File: config.mk
export PLATFORM = sky130hd
export DESIGN_NAME = sdram_frame_writer_flat
export DESIGN_NICKNAME = d
export VERILOG_FILES = /design/src/rtl/sdram_frame_writer_pkg.sv /design/src/rtl/sdram_frame_writer_if.sv /design/src/rtl/byte_packer_16.sv /design/src/rtl/sdram_frame_writer.sv /design/src/flat_wrapper.sv
export SDC_FILE = /design/constraint.sdc
export NUM_CORES = 1
export LEC_CHECK = 0
export BUFFER_PORTS_ARGS = -buffer_cell sky130_fd_sc_hd__buf_4
export CAP_MARGIN = 30
export CORE_AREA = 5 5 60 89
export DETAILED_ROUTE_END_ITERATION = 12
export DIE_AREA = 0 0 65 94
export GPL_TIMING_DRIVEN = 0
export HOLD_SLACK_MARGIN = 0.02
export PLACE_DENSITY = 0.76
export SLEW_MARGIN = 20
export SYNTH_ARGS = -nofsm -noshare
export SYNTH_HDL_FRONTEND = slang
export SYNTH_HIERARCHICAL = 1
export SYNTH_SLANG_ARGS = --single-unit
File: constraint.sdc
create_clock -name iCLK -period 2.1 [get_ports iCLK]
set_input_delay 0.315 -clock iCLK [delete_from_list [all_inputs] [get_ports iCLK]]
set_output_delay 0.315 -clock iCLK [all_outputs]
set_load 0.005 [all_outputs]
File: src/rtl/sdram_frame_writer_pkg.sv
// Shared definitions for the SDRAM frame writer and its reader-side FIFO loader.
// Latency: n/a (definitions only).
// Backpressure: n/a (definitions only).
package sdram_frame_writer_pkg;

  // Address field widths: {frame, line, word} forms the SDRAM word address.
  localparam int FRAME_W = 6;
  localparam int LINE_W  = 10;
  localparam int WORD_W  = 9;
  localparam int ADDR_W  = FRAME_W + LINE_W + WORD_W;

  // Default frame geometry in 16-bit words per line and lines per frame.
  localparam int DEF_H_WORDS = 512;
  localparam int DEF_V_LINES = 768;

  // Writer FSM encoding, kept as plain constants so older tools and the
  // loader side can compare against the same raw values.
  localparam logic [2:0] ST_IDLE  = 3'd0;
  localparam logic [2:0] ST_LO    = 3'd1;
  localparam logic [2:0] ST_HI    = 3'd2;
  localparam logic [2:0] ST_WRITE = 3'd3;
  localparam logic [2:0] ST_DONE  = 3'd4;

  // Structured view of an SDRAM word address.
  typedef struct packed {
    logic [FRAME_W-1:0] frame;
    logic [LINE_W-1:0]  line;
    logic [WORD_W-1:0]  word;
  } wr_addr_t;

endpackage

File: src/rtl/sdram_frame_writer_if.sv
// Pixel-in / SDRAM-write-out signal bundle for the frame writer.
// Latency: n/a (wiring only).
// Backpressure: oPIX_READY gates pixel bytes, iWAIT_REQUEST stalls writes.
interface sdram_frame_writer_if;
  import sdram_frame_writer_pkg::*;

  logic               iSTART;
  logic [FRAME_W-1:0] iFRAME_ID;
  logic [7:0]         iPIX_DATA;
  logic               iPIX_VALID;
  logic               oPIX_READY;
  logic               iWAIT_REQUEST;
  logic               oWR_EN;
  logic [ADDR_W-1:0]  oWR_ADDR;
  logic [15:0]        oWR_DATA;
  logic               oBUSY;
  logic               oFRAME_DONE;

  // Source side: pixel producer plus SDRAM port model.
  modport master (
    output iSTART, iFRAME_ID, iPIX_DATA, iPIX_VALID, iWAIT_REQUEST,
    input  oPIX_READY, oWR_EN, oWR_ADDR, oWR_DATA, oBUSY, oFRAME_DONE
  );

  // Writer side.
  modport slave (
    input  iSTART, iFRAME_ID, iPIX_DATA, iPIX_VALID, iWAIT_REQUEST,
    output oPIX_READY, oWR_EN, oWR_ADDR, oWR_DATA, oBUSY, oFRAME_DONE
  );

endinterface

File: src/rtl/byte_packer_16.sv
// Packs two accepted pixel bytes (low first, then high) into one 16-bit word.
// Latency: word_dat holds the new high byte one cycle after it is accepted.
// Backpressure: consumes a byte only when byte_vld and byte_rdy are both high.
module byte_packer_16 (
  input  logic        clk,
  input  logic        rst_n,
  input  logic [7:0]  byte_dat,
  input  logic        byte_vld,
  input  logic        byte_rdy,
  input  logic        hi_sel,
  output logic [15:0] word_dat,
  output logic        word_vld
);

  logic take;

  assign take     = byte_vld & byte_rdy;
  // Strobe on the byte that completes the word; the caller moves on next cycle.
  assign word_vld = take & hi_sel;

  // Steer each accepted byte into its half; the word holds while no byte is taken.
  always_ff @(posedge clk or negedge rst_n) begin
    if (!rst_n) begin
      word_dat <= 16'h0000;
    end else if (take) begin
      if (hi_sel) begin
        word_dat[15:8] <= byte_dat;
      end else begin
        word_dat[7:0] <= byte_dat;
      end
    end
  end

endmodule

File: src/rtl/sdram_frame_writer.sv
// Streams one frame of pixel bytes into SDRAM as 16-bit words, line by line.
// Latency: write request one cycle after the high byte; one word per 3 cycles.
// Backpressure: holds the request stable under iWAIT_REQUEST; no bytes taken then.
module sdram_frame_writer
  import sdram_frame_writer_pkg::*;
#(
  parameter int P_H_WORDS = DEF_H_WORDS,
  parameter int P_V_LINES = DEF_V_LINES
) (
  input logic                 iCLK,
  input logic                 iRST_N,
  sdram_frame_writer_if.slave bus
);

  localparam logic [WORD_W-1:0] LAST_WORD = WORD_W'(P_H_WORDS - 1);
  localparam logic [LINE_W-1:0] LAST_LINE = LINE_W'(P_V_LINES - 1);

  logic [2:0]         state;
  logic [2:0]         state_nxt;
  logic [FRAME_W-1:0] frame_q;
  logic [LINE_W-1:0]  line_cnt;
  logic [WORD_W-1:0]  word_cnt;
  logic [15:0]        word_dat;
  logic               word_vld;
  logic               pix_take;
  logic               start_take;
  logic               wr_take;
  logic               last_word;
  logic               last_xfer;
  wr_addr_t           addr_s;

  assign start_take = (state == ST_IDLE) & bus.iSTART;
  assign pix_take   = bus.iPIX_VALID & bus.oPIX_READY;
  assign wr_take    = (state == ST_WRITE) & ~bus.iWAIT_REQUEST;
  assign last_word  = (word_cnt == LAST_WORD);
  assign last_xfer  = last_word & (line_cnt == LAST_LINE);

  byte_packer_16 u_packer (
    .clk      (iCLK),
    .rst_n    (iRST_N),
    .byte_dat (bus.iPIX_DATA),
    .byte_vld (bus.iPIX_VALID),
    .byte_rdy (bus.oPIX_READY),
    .hi_sel   (state == ST_HI),
    .word_dat (word_dat),
    .word_vld (word_vld)
  );

  // Next-state selection: bytes advance LO->HI->WRITE, a granted write loops back or finishes.
  always_comb begin
    state_nxt = state;
    case (state)
      ST_IDLE:  if (bus.iSTART) state_nxt = ST_LO;
      ST_LO:    if (pix_take) state_nxt = ST_HI;
      ST_HI:    if (word_vld) state_nxt = ST_WRITE;
      ST_WRITE: if (wr_take) state_nxt = last_xfer ? ST_DONE : ST_LO;
      ST_DONE:  state_nxt = ST_IDLE;
      default:  state_nxt = ST_IDLE;
    endcase
  end

  // State register; reset drops any frame in flight, including a stalled write.
  always_ff @(posedge iCLK or negedge iRST_N) begin
    if (!iRST_N) begin
      state <= ST_IDLE;
    end else begin
      state <= state_nxt;
    end
  end

  // Frame slot and position counters; they only move on a start or a granted write.
  always_ff @(posedge iCLK or negedge iRST_N) begin
    if (!iRST_N) begin
      frame_q  <= '0;
      line_cnt <= '0;
      word_cnt <= '0;
    end else if (start_take) begin
      frame_q  <= bus.iFRAME_ID;
      line_cnt <= '0;
      word_cnt <= '0;
    end else if (wr_take) begin
      if (last_word) begin
        // The final line increment lands past the frame, but DONE follows so it is never issued.
        word_cnt <= '0;
        line_cnt <= line_cnt + LINE_W'(1);
      end else begin
        word_cnt <= word_cnt + WORD_W'(1);
      end
    end
  end

  assign addr_s = '{frame: frame_q, line: line_cnt, word: word_cnt};

  // All outputs decode from registered state, so reset clears them without a clock edge.
  assign bus.oPIX_READY  = (state == ST_LO) | (state == ST_HI);
  assign bus.oWR_EN      = (state == ST_WRITE);
  assign bus.oWR_ADDR    = addr_s;
  assign bus.oWR_DATA    = word_dat;
  assign bus.oBUSY       = (state != ST_IDLE);
  assign bus.oFRAME_DONE = (state == ST_DONE);

endmodule

File: src/flat_wrapper.sv
// flat-port wrapper written by rule: the top's interface ports become plain ports
module sdram_frame_writer_flat import sdram_frame_writer_pkg::*;
#(
  parameter int P_H_WORDS = DEF_H_WORDS,
  parameter int P_V_LINES = DEF_V_LINES
)
  (iCLK, iRST_N, bus_iSTART, bus_iFRAME_ID, bus_iPIX_DATA, bus_iPIX_VALID, bus_iWAIT_REQUEST, bus_oPIX_READY, bus_oWR_EN, bus_oWR_ADDR, bus_oWR_DATA, bus_oBUSY, bus_oFRAME_DONE);
  sdram_frame_writer_if bus_i ();
  input logic iCLK;
  input logic iRST_N;
  input wire logic [$bits(bus_i.iSTART)-1:0] bus_iSTART;
  input wire logic [$bits(bus_i.iFRAME_ID)-1:0] bus_iFRAME_ID;
  input wire logic [$bits(bus_i.iPIX_DATA)-1:0] bus_iPIX_DATA;
  input wire logic [$bits(bus_i.iPIX_VALID)-1:0] bus_iPIX_VALID;
  input wire logic [$bits(bus_i.iWAIT_REQUEST)-1:0] bus_iWAIT_REQUEST;
  output wire logic [$bits(bus_i.oPIX_READY)-1:0] bus_oPIX_READY;
  output wire logic [$bits(bus_i.oWR_EN)-1:0] bus_oWR_EN;
  output wire logic [$bits(bus_i.oWR_ADDR)-1:0] bus_oWR_ADDR;
  output wire logic [$bits(bus_i.oWR_DATA)-1:0] bus_oWR_DATA;
  output wire logic [$bits(bus_i.oBUSY)-1:0] bus_oBUSY;
  output wire logic [$bits(bus_i.oFRAME_DONE)-1:0] bus_oFRAME_DONE;
  assign bus_i.iSTART = bus_iSTART;
  assign bus_i.iFRAME_ID = bus_iFRAME_ID;
  assign bus_i.iPIX_DATA = bus_iPIX_DATA;
  assign bus_i.iPIX_VALID = bus_iPIX_VALID;
  assign bus_i.iWAIT_REQUEST = bus_iWAIT_REQUEST;
  assign bus_oPIX_READY = bus_i.oPIX_READY;
  assign bus_oWR_EN = bus_i.oWR_EN;
  assign bus_oWR_ADDR = bus_i.oWR_ADDR;
  assign bus_oWR_DATA = bus_i.oWR_DATA;
  assign bus_oBUSY = bus_i.oBUSY;
  assign bus_oFRAME_DONE = bus_i.oFRAME_DONE;
  sdram_frame_writer #(.P_H_WORDS(P_H_WORDS), .P_V_LINES(P_V_LINES)) u_core (.iCLK(iCLK), .iRST_N(iRST_N), .bus(bus_i));
endmodule
==> metrics.md <==
| Metric | Value |
|---|---|
| Outcome | finished, violations left |
| Failing checks | negative hold slack |
| Final hold violation count | 6 |
| Mapped Avg Cell Area | 11.24 um2 |
| Final worst slack | 0.1079 ns |
| Crit path max fanout | 10 |
| Most frequent cells in the layout | buf_4, dfrtp_1, nand2_1 |
| Setup Crit Path Kind | flop to output port |
| Unique masters post-synth | 44 |
| Clk pwr share | 19.0% |
| Unrepaired setup endpoints after global routing | true |
| Clock Skew | 0.004422 ns |
| HPWL Detailed | 3522 um |
| Setup-violating endpoint count in the final report | 0 |
| Crit path launch type | flop |
| Final Power | 0.003356 W |
| Yosys reg bits | 44 |
| Total wire length | 4776 um |
| Net Sw Frac | 32.14% |
| WP data required | 1.78 ns |
| Number of enable flip-flop cells after synthesis | 0 |
| Placer Congestion | 0.8159 |
| Commonest non-fill, non-tap cell in the layout | buf_4 |
| Synthesis-to-finish area growth | 31.67% |
| Rows | 30 |
| First-pass GRT wire length | 8252 um |
| Post-synthesis cell count | 194 |
| Syn nets | 216 |
| Sequential share of power | 39.3% |
| Clock tree from TritonCTS | done |
| Initial antenna violation count | 0 |
| Pins over their slew limit | 0 |
| Fin Setup TNS | 0 ns |
| # H-tree levels | 2 |
| Critical path capture point type | output port |
| Drt initial violations | 56 |
| LEAKAGE | 1.384 nW |
| Ys flop type | dfrtp_1 |
| Final min period | 1.992 ns |
| Maxcap violations | 0 |
| Nets | 289 |
| Crit-path leading delay family | buffers and inverters |
| Die area | 6110 um2 |
| Vias after detailed routing | 1698 |
| Core Util, Final | 64.29% |
| Clock Latency Late Sink | 0.29 ns |
| YS warnings | 6 |
| Placement Setup Slack | -0.02925 ns |
| CTS Buffer Depth | 2 |
| Drt pass-1 iters | 4 |
| Crit path buf inv count | 3 |
| Hold buffers post-CTS | 0 |
| Slew @ Worst Pin | 0.5892 ns |
| Filler cells | 384 |
| Reg2reg end | u_core/line_cnt[6] |
| Wire length per cell | 15.11 um |
| P_int | 0.002277 W |
| Crit path DAT | 1.68 ns |
| Total congestion overflow | 0 |
| Vias in the first global route | 1749 |
| Vias per std cell | 5.373 |
| CTS root buffer | clkbuf_8 |
| Share of layout cells above drive strength 1 | 42.54% |
| Synth async-reset ratio | 100.0% |
| Initial core utilization | 48.82% |
| Final hold slack | -0.009679 ns |
| CTS buffer count | 5 |
| Hold crit path type | primary input to async pin |
| Detail Route Antenna Nets | 0 |
| Largest net degree at the start of global routing | 45 |
| CP max stage delay | 0.38 ns |
| Power Density | 1169 nW/um2 |
| I/O pin total | 64 |
| Peak supply drop | 0.0009860 V |
| Ant. Diodes | 0 |
| Setup slack, reg-to-reg | 0.15 ns |
| Post-Syn Area | 2181 um2 |
| IO buf count | 63 |
| FF-to-FF Start | u_core/word_cnt[0] |
| Relative max-transition margin | 60.56% |
| Clk sinks | 44 |
| CTS clock-pin slew for the worst setup and hold paths | 0.08 ns |
| Gate power share | 41.7% |
| Overall Global Routing Usage | 17.28% |
| Core area | 4467 um2 |
| CP max stage cell | clkbuf_1 |
| FF-to-FF path depth | 8 |
| DRC | 0 |
| Crit-path cells | buf_2, clkbuf_1, nor3b_1, buf_4 |
| Sequential area share after synthesis | 50.49% |
| Chip Height | 94 um |
| Fmax | 502.0 MHz |
| Die width | 65 um |
| Sw power | 0.001079 W |
| Final worst path period share | 94.86% |
-- worst register-to-register path: cells and delay by family (launching register included) --
family | cells | cell delay (ns)
compound gates | 1 | 0.40
simple gates | 4 | 0.46
fa+ha+maj | 2 | 0.39
xor+xnor | 1 | 0.17
flops | 1 | 0.42
-- flip-flops by register name, summed over array words and instances, names as in the netlist --
name and count:
u_core/u_packer/word_dat 16, u_core/line_cnt 10, u_core/frame_q 6, u_core/state 3, u_core/word_cnt 9
-- layer usage --
layer	track usage, %	wire, um	vias to the layer above
met2	29.55	2488	55
met3	6.228	427	6
met4	6.173	64	0
met1	19.55	1795	817
met5	0	0	-
li1	-	-	820
-- synth_stat cells (2+ instances only) --
master / number / area share, %
a211oi_1: 5 / 1.7
a21oi_1: 6 / 1.4
a31o_2: 2 / 0.80
and3_1: 2 / 0.57
buf_2: 4 / 0.92
buf_6: 3 / 1.5
dfrtp_1: 44 / 50
ha_1: 3 / 1.7
inv_1: 3 / 0.52
mux2_2: 16 / 8.3
mux2i_1: 2 / 0.92
nand2_1: 31 / 5.3
nand3_1: 4 / 0.92
nand3b_1: 4 / 1.4
nand4_1: 2 / 0.57
nor2_1: 18 / 3.1
nor3_1: 2 / 0.46
nor3b_1: 3 / 1.0
o211ai_1: 2 / 0.69
o21ai_0: 4 / 0.92
xnor2_1: 9 / 3.6
xor2_1: 3 / 1.2
-- repair_timing --
action | CTS | global route
resized for setup | 0 | 6
cloned | 0 | 0
pin swaps | 1 | 0
endpoints found under the setup margin | 2 | 16
setup buffers | 2 | 1
-- cells by family after synthesis --
kind of cell             after synthesis  synth area share (%)
AND/OR/NAND/NOR                       79                 20.71
multiplexers                          18                 9.179
XOR/XNOR                              12                 4.820
flip-flops                            44                 50.49
AO/OA/AOI/OAI                         27                 9.926
adder cells (fa/ha/maj)                3                 1.721
buffers and inverters                 11                 3.155
-- how the worst max path moves through the flow --
stage,start,to,slack [ns],cells after the start
after global routing,u_core/state[2],bus_oFRAME_DONE,-0.04,4
after detailed placement,u_core/word_cnt[0],u_core/line_cnt[2],-0.03,8
final,u_core/state[2],bus_oFRAME_DONE,0.11,4
after CTS,u_core/word_cnt[0],u_core/line_cnt[6],0.03,8
after global placement,u_core/word_cnt[0],u_core/line_cnt[2],0.002,8
after floorplan,u_core/word_cnt[0],u_core/line_cnt[6],0.26,8
-- final cells by class --
cell class / count / area, um2 / share of cell area (%)
clock inverter: 3 / 42.54 / 1.481
multi-input combinational: 139 / 1033 / 35.99
buffer: 8 / 57.56 / 2.004
timing repair buffer: 66 / 495.5 / 17.25
sequential: 44 / 1102 / 38.39
clock buffer: 5 / 68.82 / 2.397
tap: 48 / 60.06 / 2.092
inverter: 3 / 11.26 / 0.3922
-- stage by stage --
step	cell area, um2	cells
detailed placement	2714	305
global route	2872	316
global placement	2714	305
floorplan	2181	194
CTS	2840	315
finish	2872	316
-- power by group through the flow --
stage	logic [W]	clock network, W	registers [W]
6_report	0.00140	0.000638	0.00132
4_1_cts	0.00140	0.000659	0.00132
5_1_grt	0.00154	0.000704	0.00137
2_1_floorplan	0.000729	0	0.00133
3_3_place_gp	0.00137	0	0.00132
3_5_place_dp	0.00138	0	0.00134
Power figures use the tool's default switching activity.
